File: src/rtl/asu_riscv_pkg.sv
// Shared encodings for the MUL-class issue stage: funct3 values, multiplier
// operator and signed-mode codes, and the sequencing FSM state type.
package asu_riscv_pkg;

  localparam int XLEN_DEF = 32;
  localparam int RD_W_DEF = 5;

  localparam logic [2:0] F3_MUL    = 3'b000;
  localparam logic [2:0] F3_MULH   = 3'b001;
  localparam logic [2:0] F3_MULHSU = 3'b010;
  localparam logic [2:0] F3_MULHU  = 3'b011;

  // Multiplier operator: 00 selects the low word, any other code the high word.
  localparam logic [1:0] MOP_LOW    = 2'b00;
  localparam logic [1:0] MOP_MULH   = 2'b01;
  localparam logic [1:0] MOP_MULHSU = 2'b10;
  localparam logic [1:0] MOP_MULHU  = 2'b11;

  // Signed mode: bit0 = operand a signed, bit1 = operand b signed.
  localparam logic [1:0] SMODE_UU = 2'b00;
  localparam logic [1:0] SMODE_SU = 2'b01;
  localparam logic [1:0] SMODE_SS = 2'b11;

  typedef enum logic [1:0] {
    ST_IDLE    = 2'd0,
    ST_EXEC    = 2'd1,
    ST_EXEC_HI = 2'd2,
    ST_RESP    = 2'd3
  } mult_state_e;

endpackage

File: src/rtl/asu_riscv_mult_decode.sv
// Combinational funct3 decode into multiplier operator, signed mode and a
// flag marking the two-cycle high-word operations.
module asu_riscv_mult_decode
  import asu_riscv_pkg::*;
(
  input  logic [2:0] funct3,
  output logic [1:0] mul_op,
  output logic [1:0] sign_mode,
  output logic       is_high
);

  // funct3[2] is never routed here; any such code falls back to plain MUL.
  always_comb begin
    mul_op    = MOP_LOW;
    sign_mode = SMODE_UU;
    is_high   = 1'b0;
    case (funct3)
      F3_MULH: begin
        mul_op    = MOP_MULH;
        sign_mode = SMODE_SS;
        is_high   = 1'b1;
      end
      F3_MULHSU: begin
        mul_op    = MOP_MULHSU;
        sign_mode = SMODE_SU;
        is_high   = 1'b1;
      end
      F3_MULHU: begin
        mul_op    = MOP_MULHU;
        sign_mode = SMODE_UU;
        is_high   = 1'b1;
      end
      default: begin
        mul_op    = MOP_LOW;
        sign_mode = SMODE_UU;
        is_high   = 1'b0;
      end
    endcase
  end

endmodule

File: src/rtl/asu_riscv_mult_ctrl.sv
// Issue/sequencing stage in front of the 2-cycle MAC multiplier. Registers a
// decoded MUL-class op, holds the multiplier inputs for 1 or 2 cycles,
// captures the product and hands it to writeback over valid/ready.
//
// state      | meaning
// -----------+------------------------------------------------------------
// ST_IDLE    | ready for a new op; multiplier operator forced low, operands 0
// ST_EXEC    | first multiplier cycle; MUL result captured here
// ST_EXEC_HI | second cycle of a high-word op; operands held, result captured
// ST_RESP    | result presented to writeback until rsp_ready_i
module asu_riscv_mult_ctrl
  import asu_riscv_pkg::*;
#(
  parameter int XLEN = XLEN_DEF,
  parameter int RD_W = RD_W_DEF
) (
  input  logic            clk,
  input  logic            nrst,
  input  logic            flush_i,
  input  logic            req_valid_i,
  output logic            req_ready_o,
  input  logic [2:0]      req_funct3_i,
  input  logic [RD_W-1:0] req_rd_i,
  input  logic [XLEN-1:0] req_op_a_i,
  input  logic [XLEN-1:0] req_op_b_i,
  output logic [1:0]      mul_operator_o,
  output logic [1:0]      mul_signed_mode_o,
  output logic [XLEN-1:0] mul_op_a_o,
  output logic [XLEN-1:0] mul_op_b_o,
  input  logic [XLEN-1:0] mul_result_i,
  output logic            rsp_valid_o,
  input  logic            rsp_ready_i,
  output logic [RD_W-1:0] rsp_rd_o,
  output logic [XLEN-1:0] rsp_data_o,
  output logic            busy_o
);

  mult_state_e     state_q, state_d;
  logic [1:0]      dec_mul_op, dec_sign_mode;
  logic            dec_is_high;
  logic [1:0]      mul_op_q, sign_mode_q;
  logic            is_high_q;
  logic [XLEN-1:0] op_a_q, op_b_q, result_q;
  logic [RD_W-1:0] rd_q;
  logic            accept, capture, in_exec;

  asu_riscv_mult_decode u_decode (
    .funct3    (req_funct3_i),
    .mul_op    (dec_mul_op),
    .sign_mode (dec_sign_mode),
    .is_high   (dec_is_high)
  );

  // Ready is held low while in reset so no op is handed to a block in reset.
  assign req_ready_o = nrst & ((state_q == ST_IDLE) |
                               ((state_q == ST_RESP) & rsp_ready_i));
  assign accept      = req_valid_i & req_ready_o & ~flush_i;
  assign in_exec     = (state_q == ST_EXEC) | (state_q == ST_EXEC_HI);
  assign capture     = ~flush_i & (((state_q == ST_EXEC) & ~is_high_q) |
                                   (state_q == ST_EXEC_HI));

  // State register.
  always_ff @(posedge clk or negedge nrst) begin
    if (!nrst) state_q <= ST_IDLE;
    else       state_q <= state_d;
  end

  // Next-state logic; flush overrides every transition.
  always_comb begin
    state_d = state_q;
    case (state_q)
      ST_IDLE:    if (accept) state_d = ST_EXEC;
      ST_EXEC:    state_d = is_high_q ? ST_EXEC_HI : ST_RESP;
      ST_EXEC_HI: state_d = ST_RESP;
      ST_RESP:    if (rsp_ready_i) state_d = accept ? ST_EXEC : ST_IDLE;
      default:    state_d = ST_IDLE;
    endcase
    if (flush_i) state_d = ST_IDLE;
  end

  // Decoded op, operands and tag are latched on acceptance.
  always_ff @(posedge clk or negedge nrst) begin
    if (!nrst) begin
      mul_op_q    <= MOP_LOW;
      sign_mode_q <= SMODE_UU;
      is_high_q   <= 1'b0;
      op_a_q      <= '0;
      op_b_q      <= '0;
      rd_q        <= '0;
    end else if (accept) begin
      mul_op_q    <= dec_mul_op;
      sign_mode_q <= dec_sign_mode;
      is_high_q   <= dec_is_high;
      op_a_q      <= req_op_a_i;
      op_b_q      <= req_op_b_i;
      rd_q        <= req_rd_i;
    end
  end

  // Product capture in the final multiplier cycle; a flushed op is not captured.
  always_ff @(posedge clk or negedge nrst) begin
    if (!nrst)        result_q <= '0;
    else if (capture) result_q <= mul_result_i;
  end

  // Operator low outside the execute states keeps the multiplier in state 0.
  always_comb begin
    mul_operator_o    = in_exec ? mul_op_q    : MOP_LOW;
    mul_signed_mode_o = in_exec ? sign_mode_q : SMODE_UU;
    mul_op_a_o        = (state_q == ST_IDLE) ? '0 : op_a_q;
    mul_op_b_o        = (state_q == ST_IDLE) ? '0 : op_b_q;
  end

  assign rsp_valid_o = (state_q == ST_RESP);
  assign rsp_rd_o    = rd_q;
  assign rsp_data_o  = result_q;
  assign busy_o      = (state_q != ST_IDLE);

endmodule
File: config.mk
export PLATFORM = sky130hd
export DESIGN_NAME = asu_riscv_mult_ctrl
export DESIGN_NICKNAME = d
export VERILOG_FILES = /design/src/rtl/asu_riscv_pkg.sv /design/src/rtl/asu_riscv_mult_decode.sv /design/src/rtl/asu_riscv_mult_ctrl.sv
export SDC_FILE = /design/constraint.sdc
export NUM_CORES = 1
export LEC_CHECK = 0
export CORE_ASPECT_RATIO = 1.25
export CORE_MARGIN = 1.5
export CORE_UTILIZATION = 46
export DETAILED_ROUTE_END_ITERATION = 10
export GPL_ROUTABILITY_DRIVEN = 0
export GPL_TIMING_DRIVEN = 0
export PLACE_DENSITY_LB_ADDON = 0.2
export SLEW_MARGIN = 5
export SYNTH_ARGS = -nofsm -noshare
export SYNTH_HDL_FRONTEND = slang
export SYNTH_SLANG_ARGS = --single-unit
File: constraint.sdc
create_clock -name clk -period 2.5 [get_ports clk]
set_input_delay 0.375 -clock clk [delete_from_list [all_inputs] [get_ports clk]]
set_output_delay 0.375 -clock clk [all_outputs]
set_load 0.01 [all_outputs]
# Word level (Yosys, flattened, before mapping)
# Index checks and enable logic that the tools add are counted.
[word_totals] inputBits=109 elab_cells=44 output_inout_bits=108 ff_bits=108
[classes] mux=13 n_eq_ne=8 n_bitwise=11 reduce_logical=4
[op_table] op="$mux 32" count=2
[op_table] op="$mux 2" count=5
[op_table] op="$pmux 2 s4" count=1
[op_table] op="$and 1x1->1" count=6
[op_table] op="$eq 3x2->1 const B" count=2
[op_table] op="$pmux 2 s3" count=1
[op_table] op="$eq 2x2->1 const B" count=2
[op_table] op="$pmux 2 s2" count=1
[op_table] op="$eq 3x1->1 const B" count=1
[op_table] op="$mux 1" count=3
[op_table] op="$ne 3x2->1 const B" count=1
[op_table] op="$ne 3x3->1 const B" count=1
[op_table] op="$or 1x1->1" count=3
[op_table] op="$reduce_or 3->1" count=1
[op_table] op="$eq 2x1->1 const B" count=1
[op_table] op="$logic_not 2->1" count=1
[op_table] op="$not 1->1" count=2
[op_table] op="$reduce_and 2->1" count=1
[op_table] op="$reduce_bool 2->1" count=1

# Longest topological paths before layout
# Gate-level depths: netlist of run 1.
[depth] depth_word=10 mapped_depth=7 ltp_nobuf=5

# By module
# From an unflattened synthesis of run 1, not the netlist that was laid out.
[unflattened] cells_unflattened=330 area_unflattened_um2=4675.7
[by_module_without_submodules] mod="asu_riscv_mult_ctrl" cells_per_inst=323 seq_area_each_um2=2702.6 area_per_inst_um2=4625.7 instances=1
[by_module_without_submodules] mod="asu_riscv_mult_decode" cells_per_inst=7 seq_area_each_um2=0.0 area_per_inst_um2=50.0 instances=1

# Worst setup path after synthesis of run 1
# No wires, ideal clock.
[synth_path] path_type="register -> output" from="register state_q[0]" to="output port mul_op_a_o[13]" path_slack_ps=768 n_path_buf=2 t_arrival_ps=1357 required_ps=2125 path_stages_with_launch=6 path_cell_list="dfrtp_1 inv_1 ha_1 clkbuf_1 clkbuf_1 nor2b_1"
[synth_between] elab_chain_len=2
[synth_rtl] item="start, declared" line="asu_riscv_mult_ctrl.sv:38" rtl="mult_state_e state_q, state_d;"
[synth_rtl] item="start signal, assigned" line="asu_riscv_mult_ctrl.sv:65" rtl="else state_q <= state_d;"
[synth_rtl] item="$logic_not 2->1" line="asu_riscv_mult_ctrl.sv:110" rtl="mul_op_a_o = (state_q == ST_IDLE) ? '0 : op_a_q;"
[synth_rtl] item="$mux 32" line="asu_riscv_mult_ctrl.sv:110"
[synth_rtl] item="end, declared" line="asu_riscv_mult_ctrl.sv:28" rtl="output logic [XLEN-1:0] mul_op_a_o,"
# Every way passes these cells.

# Worst setup path after layout of run 1
[layout_path] from="register state_q[1]" to="output port mul_op_a_o[28]"
# Same word-level chain as after synthesis.

==> reports/qor_table.md, run 1 <==
| Result | This run |
|---|---|
| Run status | complete, no violations |
| Largest net degree at the start of global routing | 94 |
| Number of warnings issued by yosys | 0 |
| Register area share after synthesis | 54.8% |
| Kind of launch point of the worst setup path | flip-flop |
| Crit Path Class | flip-flop to primary output |
| Non-filler cells in the finished layout | 698 |
| Area of the mapped netlist | 4930 um2 |
| Startpoint of the worst setup timing path | state_q[1] |
| Synthesized netlist cell count | 329 |
| Detailed-route via count | 3346 |
| Highest fanout seen on the critical path | 10 |
| Clock Sink Count | 108 |
| Reg2reg start | state_q[1] |
| First-pass GRT wire length | 17.9 mm |
| Endpoint arrival time on the critical path | 2.08 ns |
| Ranking of synthesized cells by area | sky130_fd_sc_hd__dfrtp_1 (55%), sky130_fd_sc_hd__mux2_4 (18%), sky130_fd_sc_hd__mux2_2 (10%), sky130_fd_sc_hd__nor2b_1 (8.8%), sky130_fd_sc_hd__buf_12 (2.4%) |
| Buffers from clock root to sink, at most | 2 |
| Endpoint required time on the critical path | 2.12 ns |
| Die area | 11400 um2 |
| TritonCTS clock tree | done |
| Slew Limit Fails | 0 |
| Worst flop-to-flop path endpoint | op_b_q[7] |
| Static power due to leakage | 0.00368 uW |
| Total iterations of the first detailed-routing run | 4 |
| Fraction of synthesized cell area taken by the top area cell type | 54.8% |
| Power density over the cells | 1150 nW/um2 |
| Upper clock frequency limit | 407 MHz |
| Vias per cell | 4.79 |
| Average wire length per cell after detail routing | 16.4 um |
| Capturing instance or port of the critical path | mul_op_a_o[28] |
| Endpoints failing hold | 0 |
| DIE HEIGHT | 119 um |
| Classification of the worst-slack hold path | input port to asynchronous set/reset pin |
| Clock latency of the later-clocked register in the worst-skew pair | 0.34 ns |
| Unique cell type count in the Yosys netlist | 25 |
| Register-to-register setup slack | 0.63 ns |
| Placed instance area | 7290 um2 |
| Setup violation total in the final timing report | 0 |
| Final routed DRC violation total | 0 |
| Antenna violations before repair | 0 |
| Flip-flop and latch count after synthesis | 108 |
| H-tree level count | 3 |
| CTS clock-pin slew for the worst setup and hold paths | 0.07 ns |
| Worst R2R Path Depth | 7 |
| Antenna Cells | 0 |
| Port buffer count | 216 |
| Crit share post-route | 98.2% |
| Max-cap violations | 0 |
| Final HPWL DP | 8.46 mm |
| First-iteration detailed-routing DRC count | 80 |
| Die width | 95.6 um |
| Clock period minus final worst setup slack | 2.46 ns |
| Utilization after layout | 73.2% |
| Starting utilization of the core area | 46.9% |
| Kind of end point of the critical path | primary output |
| All-Layer GR Usage | 20.7% |
| Synthesized net count | 442 |
| Final net count | 675 |
| Synthesis-to-layout area growth | 56.0% |
| Clk_skew | 0.00754 ns |
| Detail Route Antenna Nets | 0 |
| Number of cell rows | 42 |
| Actual transition at the worst max-transition pin | 0.808 ns |
| Sum of routed wire length over all layers | 11.5 mm |
| Core Area | 10500 um2 |
| CTS Buf Count | 9 |
| CTS root buffer | sky130_fd_sc_hd__clkbuf_16 |
| Count of pins on the block boundary | 217 |
| Worst slew margin relative to its limit | 46.0% |
| Mean instance size in the synthesized netlist | 15.0 um2 |
| Ratio of cells with drive above 1 in the final layout | 25.4% |
| Peak supply drop | 0.614 mV |
| Number of filler instances in the final layout | 705 |
| Placed Cells | 678 |
| Area leader, netlist | sky130_fd_sc_hd__dfrtp_1 |
| Finished Cell Area | 7690 um2 |
| Overflow left after global routing | 0 |
| Number of global-route vias before repair | 3584 |
Yosys cell counts:
| cell type | number |
|---|---|
| sky130_fd_sc_hd__nand2b_1 | 3 |
| sky130_fd_sc_hd__a2111oi_0 | 1 |
| sky130_fd_sc_hd__nor2b_1 | 69 |
| sky130_fd_sc_hd__xnor2_1 | 1 |
| sky130_fd_sc_hd__ha_1 | 4 |
| sky130_fd_sc_hd__clkbuf_1 | 7 |
| sky130_fd_sc_hd__buf_12 | 6 |
| sky130_fd_sc_hd__mux2_1 | 2 |
| sky130_fd_sc_hd__a221oi_1 | 1 |
| sky130_fd_sc_hd__dfrtp_1 | 108 |
| sky130_fd_sc_hd__o21bai_1 | 1 |
| sky130_fd_sc_hd__mux2_2 | 44 |
| sky130_fd_sc_hd__nor3_2 | 1 |
| sky130_fd_sc_hd__buf_6 | 1 |
| sky130_fd_sc_hd__inv_1 | 5 |
| sky130_fd_sc_hd__nor2_1 | 1 |
| sky130_fd_sc_hd__nand2_1 | 1 |
| sky130_fd_sc_hd__buf_2 | 4 |
| sky130_fd_sc_hd__a21o_1 | 1 |
| sky130_fd_sc_hd__and2_1 | 4 |
| sky130_fd_sc_hd__a21oi_1 | 1 |
| sky130_fd_sc_hd__nand4b_1 | 1 |
| sky130_fd_sc_hd__mux2_4 | 59 |
| sky130_fd_sc_hd__mux2i_1 | 2 |
| sky130_fd_sc_hd__a21oi_2 | 1 |
worst min-delay path by stage:
| stage | end | slack (ns) | cells past startpoint |
|---|---|---|---|
| final | rsp_data_o[3] | 0.04 | 2 |
| after global routing | rsp_data_o[3] | 0.08 | 2 |
| after floorplan | is_high_q | 0.08 | 0 |
| after detailed placement | op_b_q[18] | 0.23 | 1 |
| after CTS | rsp_data_o[3] | 0.07 | 2 |
| after global placement | rsp_data_o[6] | 0.47 | 1 |
flip-flops by register name, indices dropped and copies added, names as in the netlist:
signal       count
is_high_q        1
mul_op_q         2
op_a_q          32
op_b_q          32
rsp_data_o      32
rsp_rd_o         5
sign_mode_q      2
state_q          2
through the flow:
step | setup WS (ns) | power (uW) | TNS (ns) | hold slack [ns]
floorplan | 0.768 | 5360 | 0 | 0.0794
finish | 0.0449 | 8870 | 0 | 0.0379
global placement | -3.55 | 7480 | -607.34 | 0.471
global route | -0.0123 | 9420 | -0.0244 | 0.0755
CTS | 0.000732 | 8990 | 0 | 0.0675
detailed placement | -0.232 | 7610 | -6.83 | 0.229
cell families (layout without fill, tap and decap cells):
logic type      after synthesis  in the layout  synth area share [%]
mux                         107            107                  28.9
flops                       108            108                  54.8
fa+ha+maj                     4              4                  1.02
buf+inv                      23            260                  3.99
xor+xnor                      1              1                 0.178
compound gates                6              6                 0.939
simple gates                 80             80                  10.2
where the power goes:
group,switching [uW],internal [uW]
Clock,601,727
Combinational,1620,2850
Sequential,441,2630
worst max-delay path, cell delays in order (launching register included):
cell,delay [ns]
sky130_fd_sc_hd__dfrtp_1,0.40
sky130_fd_sc_hd__inv_1,0.08
sky130_fd_sc_hd__ha_2,0.21
sky130_fd_sc_hd__clkbuf_8,0.19
sky130_fd_sc_hd__clkbuf_4,0.19
sky130_fd_sc_hd__nor2b_1,0.13
sky130_fd_sc_hd__clkdlybuf4s50_1,0.54
layout by cell type, fill, tap and decap left out, types with 2 or more instances in the layout:
master and count:
sky130_fd_sc_hd__clkdlybuf4s50_1 180, sky130_fd_sc_hd__dfrtp_1 108, sky130_fd_sc_hd__nor2b_1 69, sky130_fd_sc_hd__mux2_4 59
sky130_fd_sc_hd__mux2_2 44, sky130_fd_sc_hd__dlymetal6s2s_1 27, sky130_fd_sc_hd__clkbuf_16 9, sky130_fd_sc_hd__dlygate4sd2_1 8
sky130_fd_sc_hd__buf_12 6, sky130_fd_sc_hd__inv_1 5, sky130_fd_sc_hd__clkbuf_4 4, sky130_fd_sc_hd__and2_1 4
sky130_fd_sc_hd__buf_2 4, sky130_fd_sc_hd__buf_4 4, sky130_fd_sc_hd__clkbuf_8 3, sky130_fd_sc_hd__nand2b_1 3
sky130_fd_sc_hd__ha_1 3, sky130_fd_sc_hd__clkbuf_2 2, sky130_fd_sc_hd__buf_6 2, sky130_fd_sc_hd__mux2_1 2
sky130_fd_sc_hd__mux2i_1 2
what timing repair did:
item,CTS,global route
pin swaps,0,0
resized for setup,20,31
setup endpoints to repair,55,42
hold buffers,1,0
hold endpoints to repair,18,0
setup buffers,0,4
cell type report:
cell class | count | area, um2 | share of cell area (%)
timing repair buffer | 222 | 2290 | 29.8
clock inverter | 3 | 21.3 | 0.277
inverter | 5 | 18.8 | 0.244
tap | 132 | 165 | 2.15
multi-input combinational | 198 | 2030 | 26.4
sequential | 108 | 2700 | 35.1
clock buffer | 12 | 256 | 3.33
buffer | 18 | 205 | 2.67
routing by layer:
layer	up-vias	routed length (um)	GRT usage, %
met5	-	0	0
met4	0	158	6.71
met3	14	1010	6.37
met2	135	5820	34.9
met1	1624	4480	24.5
li1	1573	-	-
(Power assumes the default switching activity.)
==> inputs of run 2 (changes only) <==
--- a/config.mk
+++ b/config.mk
@@ -5,7 +5,7 @@
 export SDC_FILE = /design/constraint.sdc
 export NUM_CORES = 1
 export LEC_CHECK = 0
-export CORE_ASPECT_RATIO = 1.25
+export CORE_ASPECT_RATIO = 0.7
 export CORE_MARGIN = 1.5
 export CORE_UTILIZATION = 46
 export DETAILED_ROUTE_END_ITERATION = 10
==> reports/qor_table.md, run 2 (synthesis results as in run 1) <==
| Result | This run | vs previous |
|---|---|---|
| Run status | complete, no violations |  |
| Count of pins on the block boundary | 217 | unchanged |
| Upper clock frequency limit | 429 MHz | +5.2% |
| Most common cell after layout, fill and taps aside | sky130_fd_sc_hd__clkdlybuf4s50_1 |  |
| Max-cap violations | 0 | unchanged |
| Number of global-route vias before repair | 3519 | -1.8% |
| Endpoint required time on the critical path | 2.12 ns | about the same |
| Sum of routed wire length over all layers | 11.8 mm | +2.9% |
| Sequential power share | 34.5% | about the same |
| Met3 track demand over resource in global routing | 7.94% | +1.6 points |
| Clock Sink Count | 108 | unchanged |
| Pint | 6180 uW | -0.52% |
| Final HPWL DP | 8.69 mm | +2.6% |
| First-iteration detailed-routing DRC count | 102 | +28% |
| Antenna Cells | 0 | unchanged |
| Classification of the worst-slack hold path | input port to asynchronous set/reset pin |  |
| Die area | 11400 um2 | about the same |
| CTS clock-pin slew for the worst setup and hold paths | 0.07 ns | about the same |
| CTS Buf Count | 9 | unchanged |
| Crit Path Class | flip-flop to primary output |  |
| Die width | 127 um | +33% |
| Endpoint arrival time on the critical path | 1.96 ns | -0.12 ns |
| Antenna violations before repair | 0 | unchanged |
| Endpoints failing hold | 0 | unchanged |
| Total iterations of the first detailed-routing run | 3 | -1 |
| Setup repair after global routing missed its margin | false |  |
| Clock latency of the later-clocked register in the worst-skew pair | 0.34 ns | about the same |
| Peak supply drop | 0.545 mV | -11% |
| Average wire length per cell after detail routing | 16.9 um | +2.9% |
| Overflow left after global routing | 0 | unchanged |
| Sw Share | 30.4% | +0.40 points |
| Share of power burned in the clock network | 15.0% | about the same |
| Power density over the cells | 1150 nW/um2 | -0.32% |
| Largest net degree at the start of global routing | 72 | -23% |
| Fraction of met2 tracks used by global routing | 34.0% | -0.97 points |
| Highest fanout seen on the critical path | 10 | unchanged |
| Worst slew margin relative to its limit | 75.7% | +30 points |
| Port buffer count | 216 | unchanged |
| CTS root buffer | sky130_fd_sc_hd__clkbuf_16 |  |
| Worst setup margin | 0.166 ns | +0.122 ns |
| TritonCTS clock tree | done |  |
| Most frequent cells in the layout | sky130_fd_sc_hd__clkdlybuf4s50_1 (175), sky130_fd_sc_hd__dfrtp_1 (108), sky130_fd_sc_hd__nor2b_1 (69), sky130_fd_sc_hd__mux2_4 (59), sky130_fd_sc_hd__mux2_2 (44) |  |
| Crit share post-route | 93.3% | -4.9 points |
| Number of cell rows | 31 | -26% |
| Vias per cell | 4.81 | +0.42% |
| Clk_skew | 0.00861 ns | +0.00107 ns |
| Slew Limit Fails | 0 | unchanged |
| All-Layer GR Usage | 21.2% | +0.57 points |
| Detail Route Antenna Nets | 0 | unchanged |
| Ratio of cells with drive above 1 in the final layout | 25.4% | unchanged |
| Buffers from clock root to sink, at most | 2 | unchanged |
| Reg2reg start | state_q[0] |  |
| Clock period minus final worst setup slack | 2.33 ns | -0.122 ns |
| Fraction of met1 tracks used by global routing | 27.6% | +3.0 points |
| Actual transition at the worst max-transition pin | 0.355 ns | -0.452 ns |
| DIE HEIGHT | 89.6 um | -25% |
| Worst flop-to-flop path endpoint | op_b_q[23] |  |
| Core Area | 10400 um2 | -1.1% |
| Detailed-route via count | 3360 | +0.42% |
| Non-filler cells in the finished layout | 698 | unchanged |
| Final sum of negative setup slack | 0 ns | unchanged |
| Static power due to leakage | 0.00380 uW | +3.2% |
| First-pass GRT wire length | 18.5 mm | +3.5% |
| Worst R2R Path Depth | 7 | unchanged |
| Final routed DRC violation total | 0 | unchanged |
| Layer carrying the most global-route usage | met2 |  |
| Register-to-register setup slack | 0.59 ns | -0.04 ns |
| Kind of launch point of the worst setup path | flip-flop |  |
| Combinational cell fraction of total power | 50.6% | +0.2 points |
| Setup violation total in the final timing report | 0 | unchanged |
| Starting utilization of the core area | 47.4% | +0.52 points |
| Placed Cells | 678 | unchanged |
| Kind of end point of the critical path | primary output |  |
| Synthesis-to-layout area growth | 56.6% |  |
| Final net count | 674 | -0.15% |
| H-tree level count | 3 | unchanged |
| Net Switching | 2700 uW | +1.4% |
| Post-placement worst setup slack | -0.236 ns | -0.00471 ns |
[run 2: repair_timing]
| action | in CTS | in global routing |
|---|---|---|
| hold buffers | 2 | 0 |
| pin swaps | 0 | 0 |
| gates resized for setup | 16 | 41 |
| gates cloned | 0 | 0 |
| setup endpoints to repair | 65 | 45 |
| endpoints found under the hold margin | 40 | 0 |
| buffers inserted | 1 | 1 |
[run 2: worst max-delay path: stages (launching register included)]
cell and delay, ns:
sky130_fd_sc_hd__dfrtp_1 0.37, sky130_fd_sc_hd__inv_1 0.08, sky130_fd_sc_hd__ha_2 0.22, sky130_fd_sc_hd__clkbuf_2 0.21, sky130_fd_sc_hd__nor2b_1 0.17, sky130_fd_sc_hd__clkdlybuf4s50_1 0.56
[run 2: layer usage]
metal  vias to the layer above  share of wire (%)
met5                         -                  0
met4                         0                1.3
met3                        12                8.4
met2                       136                 47
met1                      1639                 44
li1                       1573                  -
[run 2: worst max path at each step]
stage,end,cells after the start,slack (ns),start
after floorplan,mul_op_a_o[13],5,0.77,state_q[0]
after CTS,mul_op_a_o[10],5,0.0009,state_q[0]
after global routing,mul_op_b_o[22],5,0.04,state_q[1]
after global placement,op_a_q[21],6,-3.68,nrst
final,mul_op_b_o[26],5,0.17,state_q[0]
after detailed placement,mul_op_a_o[22],6,-0.24,state_q[0]
[run 2: final cells by class]
| type | count | area [um2] |
|---|---|---|
| plain buffers | 18 | 205 |
| clock buffers | 11 | 243 |
| clock inverters | 5 | 35.0 |
| fillers | 686 | 2680 |
| inverters | 5 | 18.8 |
| multi-input cells | 198 | 2030 |
| flip-flops and latches | 108 | 2700 |
| well taps | 132 | 165 |
| repair buffers | 221 | 2320 |
[run 2: stage by stage]
stage	area [um2]	power [uW]	utilization, %	hold WS [ns]
final	7720	8880	74.3	0.0195
after global routing	7720	9420	74.3	0.0334
after CTS	7620	9030	73.3	0.0287
after detailed placement	7290	7620	70.1	0.309
after global placement	7260	7480	69.8	0.470
after floorplan	4930	5360	-	0.0794
[run 2: power groups by stage]
| stage | Combinational [uW] | Sequential (uW) | Clock (uW) |
|---|---|---|---|
| 2_1_floorplan | 2230 | 3130 | 0 |
| 3_3_place_gp | 4440 | 3040 | 0 |
| 3_5_place_dp | 4530 | 3090 | 0 |
| 4_1_cts | 4600 | 3070 | 1370 |
| 5_1_grt | 4800 | 3180 | 1440 |
| 6_report | 4490 | 3060 | 1330 |
